==> src/rtl/hazard_track_pkg.sv <==
// Shared types and constants for the hazard tracker: register-number width,
// the zero register, and the ID/EX stage record with its bubble value.
package hazard_track_pkg;

  localparam int unsigned REG_W = 5;
  localparam logic [REG_W-1:0] REG_ZERO = 5'd0;

  typedef struct packed {
    logic [REG_W-1:0] regs;
    logic [REG_W-1:0] regt;
    logic [REG_W-1:0] regd;
    logic             regw;
    logic             memread;
  } idex_t;

  localparam idex_t IDEX_BUBBLE = '{
    regs:    REG_ZERO,
    regt:    REG_ZERO,
    regd:    REG_ZERO,
    regw:    1'b0,
    memread: 1'b0
  };

endpackage

==> src/rtl/hazard_track_if.sv <==
// Pipeline-control bus between the core (master) and the hazard tracker (slave).
interface hazard_track_if
  import hazard_track_pkg::*;
#(
  parameter int unsigned STALL_CNT_W = 16
) ();

  logic [REG_W-1:0]       id_rs;
  logic [REG_W-1:0]       id_rt;
  logic [REG_W-1:0]       id_regd;
  logic                   id_regw;
  logic                   id_memread;
  logic                   flush_i;
  logic                   mem_busy_i;
  logic                   pc_write;
  logic                   ifid_write;
  logic                   ifid_flush;
  logic [REG_W-1:0]       idex_regs;
  logic [REG_W-1:0]       idex_regt;
  logic                   exmem_regw;
  logic [REG_W-1:0]       exmem_regd;
  logic                   memwb_regw;
  logic [REG_W-1:0]       memwb_regd;
  logic [STALL_CNT_W-1:0] stall_cnt;

  modport master (
    output id_rs, id_rt, id_regd, id_regw, id_memread, flush_i, mem_busy_i,
    input  pc_write, ifid_write, ifid_flush, idex_regs, idex_regt,
           exmem_regw, exmem_regd, memwb_regw, memwb_regd, stall_cnt
  );

  modport slave (
    input  id_rs, id_rt, id_regd, id_regw, id_memread, flush_i, mem_busy_i,
    output pc_write, ifid_write, ifid_flush, idex_regs, idex_regt,
           exmem_regw, exmem_regd, memwb_regw, memwb_regd, stall_cnt
  );

endinterface

==> src/rtl/hazard_track_pipe_wb_stage.sv <==
// Writeback-info stage register (regd/regw) with enable and async clear;
// used for both EX/MEM and MEM/WB.
module pipe_wb_stage
  import hazard_track_pkg::*;
(
  input  logic             clk_i,
  input  logic             rst_i,
  input  logic             en_i,
  input  logic [REG_W-1:0] regd_d,
  input  logic             regw_d,
  output logic [REG_W-1:0] regd_q,
  output logic             regw_q
);

  always_ff @(posedge clk_i or posedge rst_i) begin
    if (rst_i) begin
      regd_q <= REG_ZERO;
      regw_q <= 1'b0;
    end else if (en_i) begin
      regd_q <= regd_d;
      regw_q <= regw_d;
    end
  end

endmodule

==> src/rtl/hazard_track.sv <==
// Hazard tracker: holds the ID/EX, EX/MEM and MEM/WB control records, detects
// load-use hazards and drives PC / IF-ID enables under busy and flush.
module hazard_track
  import hazard_track_pkg::*;
#(
  parameter int unsigned STALL_CNT_W = 16
) (
  input  logic           clk_i,
  input  logic           rst_i,
  hazard_track_if.slave  bus
);

  idex_t                  idex_q;
  idex_t                  idex_d;
  logic                   advance;
  logic                   stall_inc;
  logic                   load_use;
  logic                   pc_write_c;
  logic                   ifid_write_c;
  logic                   ifid_flush_c;
  logic [STALL_CNT_W-1:0] stall_cnt_q;
  logic [REG_W-1:0]       exmem_regd;
  logic                   exmem_regw;
  logic [REG_W-1:0]       memwb_regd;
  logic                   memwb_regw;

  // Writes to $0 never create a dependency, so a load to $0 cannot stall.
  assign load_use = idex_q.memread && (idex_q.regd != REG_ZERO) &&
                    ((idex_q.regd == bus.id_rs) || (idex_q.regd == bus.id_rt));

  // Priority: memory busy, then flush, then load-use, then normal advance.
  always_comb begin
    advance      = 1'b1;
    stall_inc    = 1'b0;
    pc_write_c   = 1'b1;
    ifid_write_c = 1'b1;
    ifid_flush_c = 1'b0;
    idex_d       = '{regs:    bus.id_rs,
                     regt:    bus.id_rt,
                     regd:    bus.id_regd,
                     regw:    bus.id_regw,
                     memread: bus.id_memread};
    if (bus.mem_busy_i) begin
      advance      = 1'b0;
      pc_write_c   = 1'b0;
      ifid_write_c = 1'b0;
    end else if (bus.flush_i) begin
      ifid_flush_c = 1'b1;
      idex_d       = IDEX_BUBBLE;
    end else if (load_use) begin
      pc_write_c   = 1'b0;
      ifid_write_c = 1'b0;
      idex_d       = IDEX_BUBBLE;
      stall_inc    = 1'b1;
    end
  end

  always_ff @(posedge clk_i or posedge rst_i) begin
    if (rst_i) begin
      idex_q <= IDEX_BUBBLE;
    end else if (advance) begin
      idex_q <= idex_d;
    end
  end

  // Saturating stall counter; only true load-use cycles count.
  always_ff @(posedge clk_i or posedge rst_i) begin
    if (rst_i) begin
      stall_cnt_q <= '0;
    end else if (stall_inc && (stall_cnt_q != {STALL_CNT_W{1'b1}})) begin
      stall_cnt_q <= stall_cnt_q + STALL_CNT_W'(1);
    end
  end

  pipe_wb_stage u_exmem (
    .clk_i  (clk_i),
    .rst_i  (rst_i),
    .en_i   (advance),
    .regd_d (idex_q.regd),
    .regw_d (idex_q.regw),
    .regd_q (exmem_regd),
    .regw_q (exmem_regw)
  );

  pipe_wb_stage u_memwb (
    .clk_i  (clk_i),
    .rst_i  (rst_i),
    .en_i   (advance),
    .regd_d (exmem_regd),
    .regw_d (exmem_regw),
    .regd_q (memwb_regd),
    .regw_q (memwb_regw)
  );

  assign bus.pc_write   = pc_write_c;
  assign bus.ifid_write = ifid_write_c;
  assign bus.ifid_flush = ifid_flush_c;
  assign bus.idex_regs  = idex_q.regs;
  assign bus.idex_regt  = idex_q.regt;
  assign bus.exmem_regd = exmem_regd;
  assign bus.exmem_regw = exmem_regw;
  assign bus.memwb_regd = memwb_regd;
  assign bus.memwb_regw = memwb_regw;
  assign bus.stall_cnt  = stall_cnt_q;

endmodule

==> src/flat_wrapper.sv <==
// flat-port wrapper written by rule: the top's interface ports become plain ports
module hazard_track_flat import hazard_track_pkg::*;
#(
  parameter int unsigned STALL_CNT_W = 16
)
  (clk_i, rst_i, bus_id_rs, bus_id_rt, bus_id_regd, bus_id_regw, bus_id_memread, bus_flush_i, bus_mem_busy_i, bus_pc_write, bus_ifid_write, bus_ifid_flush, bus_idex_regs, bus_idex_regt, bus_exmem_regw, bus_exmem_regd, bus_memwb_regw, bus_memwb_regd, bus_stall_cnt);
  hazard_track_if #(.STALL_CNT_W(STALL_CNT_W)) bus_i ();
  input  logic clk_i;
  input  logic rst_i;
  input wire logic [$bits(bus_i.id_rs)-1:0] bus_id_rs;
  input wire logic [$bits(bus_i.id_rt)-1:0] bus_id_rt;
  input wire logic [$bits(bus_i.id_regd)-1:0] bus_id_regd;
  input wire logic [$bits(bus_i.id_regw)-1:0] bus_id_regw;
  input wire logic [$bits(bus_i.id_memread)-1:0] bus_id_memread;
  input wire logic [$bits(bus_i.flush_i)-1:0] bus_flush_i;
  input wire logic [$bits(bus_i.mem_busy_i)-1:0] bus_mem_busy_i;
  output wire logic [$bits(bus_i.pc_write)-1:0] bus_pc_write;
  output wire logic [$bits(bus_i.ifid_write)-1:0] bus_ifid_write;
  output wire logic [$bits(bus_i.ifid_flush)-1:0] bus_ifid_flush;
  output wire logic [$bits(bus_i.idex_regs)-1:0] bus_idex_regs;
  output wire logic [$bits(bus_i.idex_regt)-1:0] bus_idex_regt;
  output wire logic [$bits(bus_i.exmem_regw)-1:0] bus_exmem_regw;
  output wire logic [$bits(bus_i.exmem_regd)-1:0] bus_exmem_regd;
  output wire logic [$bits(bus_i.memwb_regw)-1:0] bus_memwb_regw;
  output wire logic [$bits(bus_i.memwb_regd)-1:0] bus_memwb_regd;
  output wire logic [$bits(bus_i.stall_cnt)-1:0] bus_stall_cnt;
  assign bus_i.id_rs = bus_id_rs;
  assign bus_i.id_rt = bus_id_rt;
  assign bus_i.id_regd = bus_id_regd;
  assign bus_i.id_regw = bus_id_regw;
  assign bus_i.id_memread = bus_id_memread;
  assign bus_i.flush_i = bus_flush_i;
  assign bus_i.mem_busy_i = bus_mem_busy_i;
  assign bus_pc_write = bus_i.pc_write;
  assign bus_ifid_write = bus_i.ifid_write;
  assign bus_ifid_flush = bus_i.ifid_flush;
  assign bus_idex_regs = bus_i.idex_regs;
  assign bus_idex_regt = bus_i.idex_regt;
  assign bus_exmem_regw = bus_i.exmem_regw;
  assign bus_exmem_regd = bus_i.exmem_regd;
  assign bus_memwb_regw = bus_i.memwb_regw;
  assign bus_memwb_regd = bus_i.memwb_regd;
  assign bus_stall_cnt = bus_i.stall_cnt;
  hazard_track #(.STALL_CNT_W(STALL_CNT_W)) u_core (.clk_i(clk_i), .rst_i(rst_i), .bus(bus_i));
endmodule
==> config.mk <==
export PLATFORM = sky130hd
export DESIGN_NAME = hazard_track_flat
export DESIGN_NICKNAME = d
export VERILOG_FILES = /design/src/rtl/hazard_track_pkg.sv /design/src/rtl/hazard_track_if.sv /design/src/rtl/hazard_track_pipe_wb_stage.sv /design/src/rtl/hazard_track.sv /design/src/flat_wrapper.sv
export SDC_FILE = /design/constraint.sdc
export NUM_CORES = 1
export LEC_CHECK = 0
export CORE_ASPECT_RATIO = 1.5
export CORE_MARGIN = 2
export CORE_UTILIZATION = 25
export CTS_CLUSTER_SIZE = 28
export DETAILED_ROUTE_END_ITERATION = 7
export PLACE_DENSITY = 0.5
export SYNTH_ARGS = -nofsm -noshare
export SYNTH_HDL_FRONTEND = slang
export SYNTH_SLANG_ARGS = --single-unit
==> constraint.sdc <==
create_clock -name clk_i -period 2.65 [get_ports clk_i]
set_clock_uncertainty 0.2 [all_clocks]
set_input_delay 0.53 -clock clk_i [delete_from_list [all_inputs] [get_ports clk_i]]
set_output_delay 0.53 -clock clk_i [all_outputs]
set_load 0.005 [all_outputs]
==> impl_metrics.tcl <==
set metrics [dict create \
    outcome "finished clean" \
    synth.distinct_cells 32 \
    n_fill_cell 865 \
    ir_worst_vdd_uv 271.7 \
    synth_cells 177 \
    pwr-share-clk_pct 36.5 \
    die_y_um 117.0 \
    ys.flop_type "dfrtp_1" \
    p_sw_uw 397.3 \
    period_share_pct 94.73 \
    netlist_top_cells_area "dfrtp_1, xnor2_1, mux2_2, a22o_2, buf_4" \
    antenna_found_initial 0 \
    reg2reg_from "u_core.idex_q[4]" \
    fin_hold_ws_ps 302.3 \
    grt_overflow_total 0 \
    setup_viol 0 \
    fmax_mhz 398.3 \
    startpoint_type "flop" \
    met1_usage_pct 13.48 \
    grt_usage_pct 11.80 \
    synth-edff-count 0 \
    fin_ws_ps 139.6 \
    crit_required_ps 1920 \
    report.final.slew_viol_count 0 \
    slowest_delay_ps 560 \
    hp-class "flop to flop" \
    cts_made_buffers 5 \
    syn_area_mm2 0.002127 \
    p_int_mw 1.257 \
    crit_chain "or4_4 > o21ai_4 > inv_2 > a31oi_4 > clkbuf_2" \
    cp_slowest_cell "or4_4" \
    rsz0062_at_grt "no" \
    grt-busiest-layer "met2" \
    async_flop_share_pct 100.0 \
    cts_tree "built" \
    dpl.hpwl_um 3746 \
    routed_via_density 4.491 \
    crit_type "flop to primary output" \
    worst-path-max-fanout 2 \
    port_buffers 61 \
    cp-end-kind "primary output" \
    drt_iter0_drc 20 \
    swShare_pct 24.01 \
    worstMarginPinSlew_ps 526.2 \
    path_clk_slew_ps 60 \
    drc 0 \
    htreeDepth 2 \
    crit_path_start "u_core.idex_q[4]" \
    gp_congestion 0.7484 \
    syn_area_per_cell_um2 12.02 \
    cts-root-buf "clkbuf_16" \
    grt_use_met3_pct 2.454 \
    ys_ff_latch 45 \
    die_x_um 79.32 \
    syn2layout_area_growth_pct 42.65 \
    vias 1563 \
    dp_slack_ps -213.5 \
    p_per_area_mw_per_mm2 545.4 \
    hold_start "u_core.bus.stall_cnt[9]" \
    dieArea_mm2 0.009277 \
    power_leakage_nw 1.320 \
    firstDrtPassIters 4 \
    yosysWarnings 0 \
    num_rows 41 \
    combPwrFrac_pct 17.0 \
    hold_viol 0 \
    grt_pass1_wl_um 8452 \
    n_antenna_cell 0 \
    wl_um 5110 \
    grt_start_max_net_pins 25 \
    min_period_ps 2510 \
    ant_nets 0 \
    ios 62 \
    cp.arrival_ps 1780 \
    max_slew_margin_pct 64.87 \
    cts_buffer_depth 2 \
    syn_nets 199 \
    drive_gt1_share_pct 23.24 \
    grtUsageMet2_pct 21.86 \
    final_nets 262 \
    cap_violations 0 \
    synth_top_area_share_pct 52.94 \
    start_util_pct 25.44 \
    seqPwrFrac_pct 46.5 \
    grt_pass1_vias 1667 \
    cts.sink_count 45 \
    clk_latency_ps 280 \
    synth_top_area_cell "dfrtp_1" \
    wl_per_cell_um 14.68 \
    yosysSeqAreaShare_pct 52.94 \
    core_area_mm2 0.008362 \
]
## per-layer routing
layer  up-vias  routed length [um]
met5         -                   0
met4         0                  38
met3         2                 205
met2        40                2742
met1       769                2124
li1        752                   -
## registers in the layout (all words and copies together) (netlist names)
register and count:
u_core.bus.idex_regs 5, u_core.u_exmem.regw_q 1, u_core.u_exmem.regd_q 5, u_core.u_memwb.regd_q 5, u_core.bus.idex_regt 5, u_core.u_memwb.regw_q 1, u_core.idex_q 7, u_core.bus.stall_cnt 16
## layout by cell type (no fill, tap or decap), drive strengths merged, types with 2 or more instances in the layout
cell type      netlist  routed
a22o                17      17
and3                 6       6
and4                 2       2
buf                 14      13
clkbuf               4       7
clkdlybuf4s50        0      54
clkinv               0       2
dfrtp               45      45
dlymetal6s2s         0       5
inv                  4       4
mux2                14      14
nand2                7       7
nand3               14      14
nand4                5       5
nor2                 4       4
nor3                 2       2
nor4                 3       3
xnor2               23      23
## Yosys cell counts, types with 2 or more instances
library cell,number
buf_2,2
nand2_1,7
a22o_2,10
and3_1,6
a22o_1,7
dfrtp_1,45
mux2_2,14
xnor2_1,23
buf_4,11
inv_1,3
nand3_1,14
nor2_1,4
nand4_1,5
and4_1,2
nor3_1,2
clkbuf_1,4
nor4_1,3
## power groups by stage
| stage | Clock [mW] | Combinational [mW] | Sequential [mW] |
|---|---|---|---|
| 2_1_floorplan | 0 | 0.131 | 0.781 |
| 3_3_place_gp | 0 | 0.282 | 0.780 |
| 3_5_place_dp | 0 | 0.282 | 0.782 |
| 4_1_cts | 0.630 | 0.291 | 0.770 |
| 5_1_grt | 0.664 | 0.308 | 0.776 |
| 6_report | 0.604 | 0.281 | 0.769 |
## through the flow
step | instance area [um2] | std cells | setup TNS, ps | total power [mW] | util (%)
floorplan | 2127 | 177 | 0 | 0.9121 | -
global placement | 2855 | 339 | -477.1 | 1.062 | 34.15
detailed placement | 2855 | 339 | -453.5 | 1.064 | 34.15
CTS | 3029 | 348 | 0 | 1.692 | 36.23
global route | 3034 | 348 | 0 | 1.748 | 36.29
finish | 3034 | 348 | 0 | 1.655 | 36.29
## timing repair
| item | 4_1_cts | 5_1_grt |
|---|---|---|
| setup buffers | 1 | 0 |
| resized for setup | 6 | 9 |
| gates cloned | 0 | 0 |
| hold buffers | 0 | 0 |
| hold endpoints to repair | 0 | 0 |
| setup endpoints to repair | 2 | 3 |
| pin swaps | 2 | 2 |
## kinds of logic after synthesis
| kind of cell | synth area share (%) |
|---|---|
| mux | 7.882 |
| compound gates | 10.06 |
| buf+inv | 6.294 |
| xor+xnor | 9.470 |
| flops | 52.94 |
| fa+ha+maj | 0.5881 |
| simple gates | 12.77 |
## worst max-delay path: cells and delay by family (launching register included)
kind                   cells  cell delay, ps
AO/OA/AOI/OAI              2             350
buffers and inverters      2             210
flip-flops                 1             390
AND/OR/NAND/NOR            1             560
## final cells by class
| class | instances | area [um2] | share of cell area [%] |
|---|---|---|---|
| clock inverters | 3 | 17.52 | 0.5773 |
| multi-input cells | 110 | 893.4 | 29.44 |
| repair buffers | 74 | 723.2 | 23.84 |
| inverters | 4 | 15.01 | 0.4948 |
| well taps | 107 | 133.9 | 4.412 |
| flip-flops and latches | 45 | 1126 | 37.11 |
| clock buffers | 5 | 125.1 | 4.124 |
## final timing paths
| check | end | slack, ps | cells past startpoint |
|---|---|---|---|
| setup / recovery | bus_pc_write | 140 | 5 |
| hold / removal | u_core.bus.stall_cnt[9] | 300 | 1 |
| setup reg to reg | u_core.bus.stall_cnt[1] | 280 | 8 |
| hold reg to reg | u_core.bus.stall_cnt[9] | 300 | 1 |
| max in group asynchronous | u_core.bus.idex_regt[3] | 1330 | 3 |
| min in group asynchronous | u_core.bus.stall_cnt[0] | 410 | 2 |
Power figures use the tool's default switching activity.
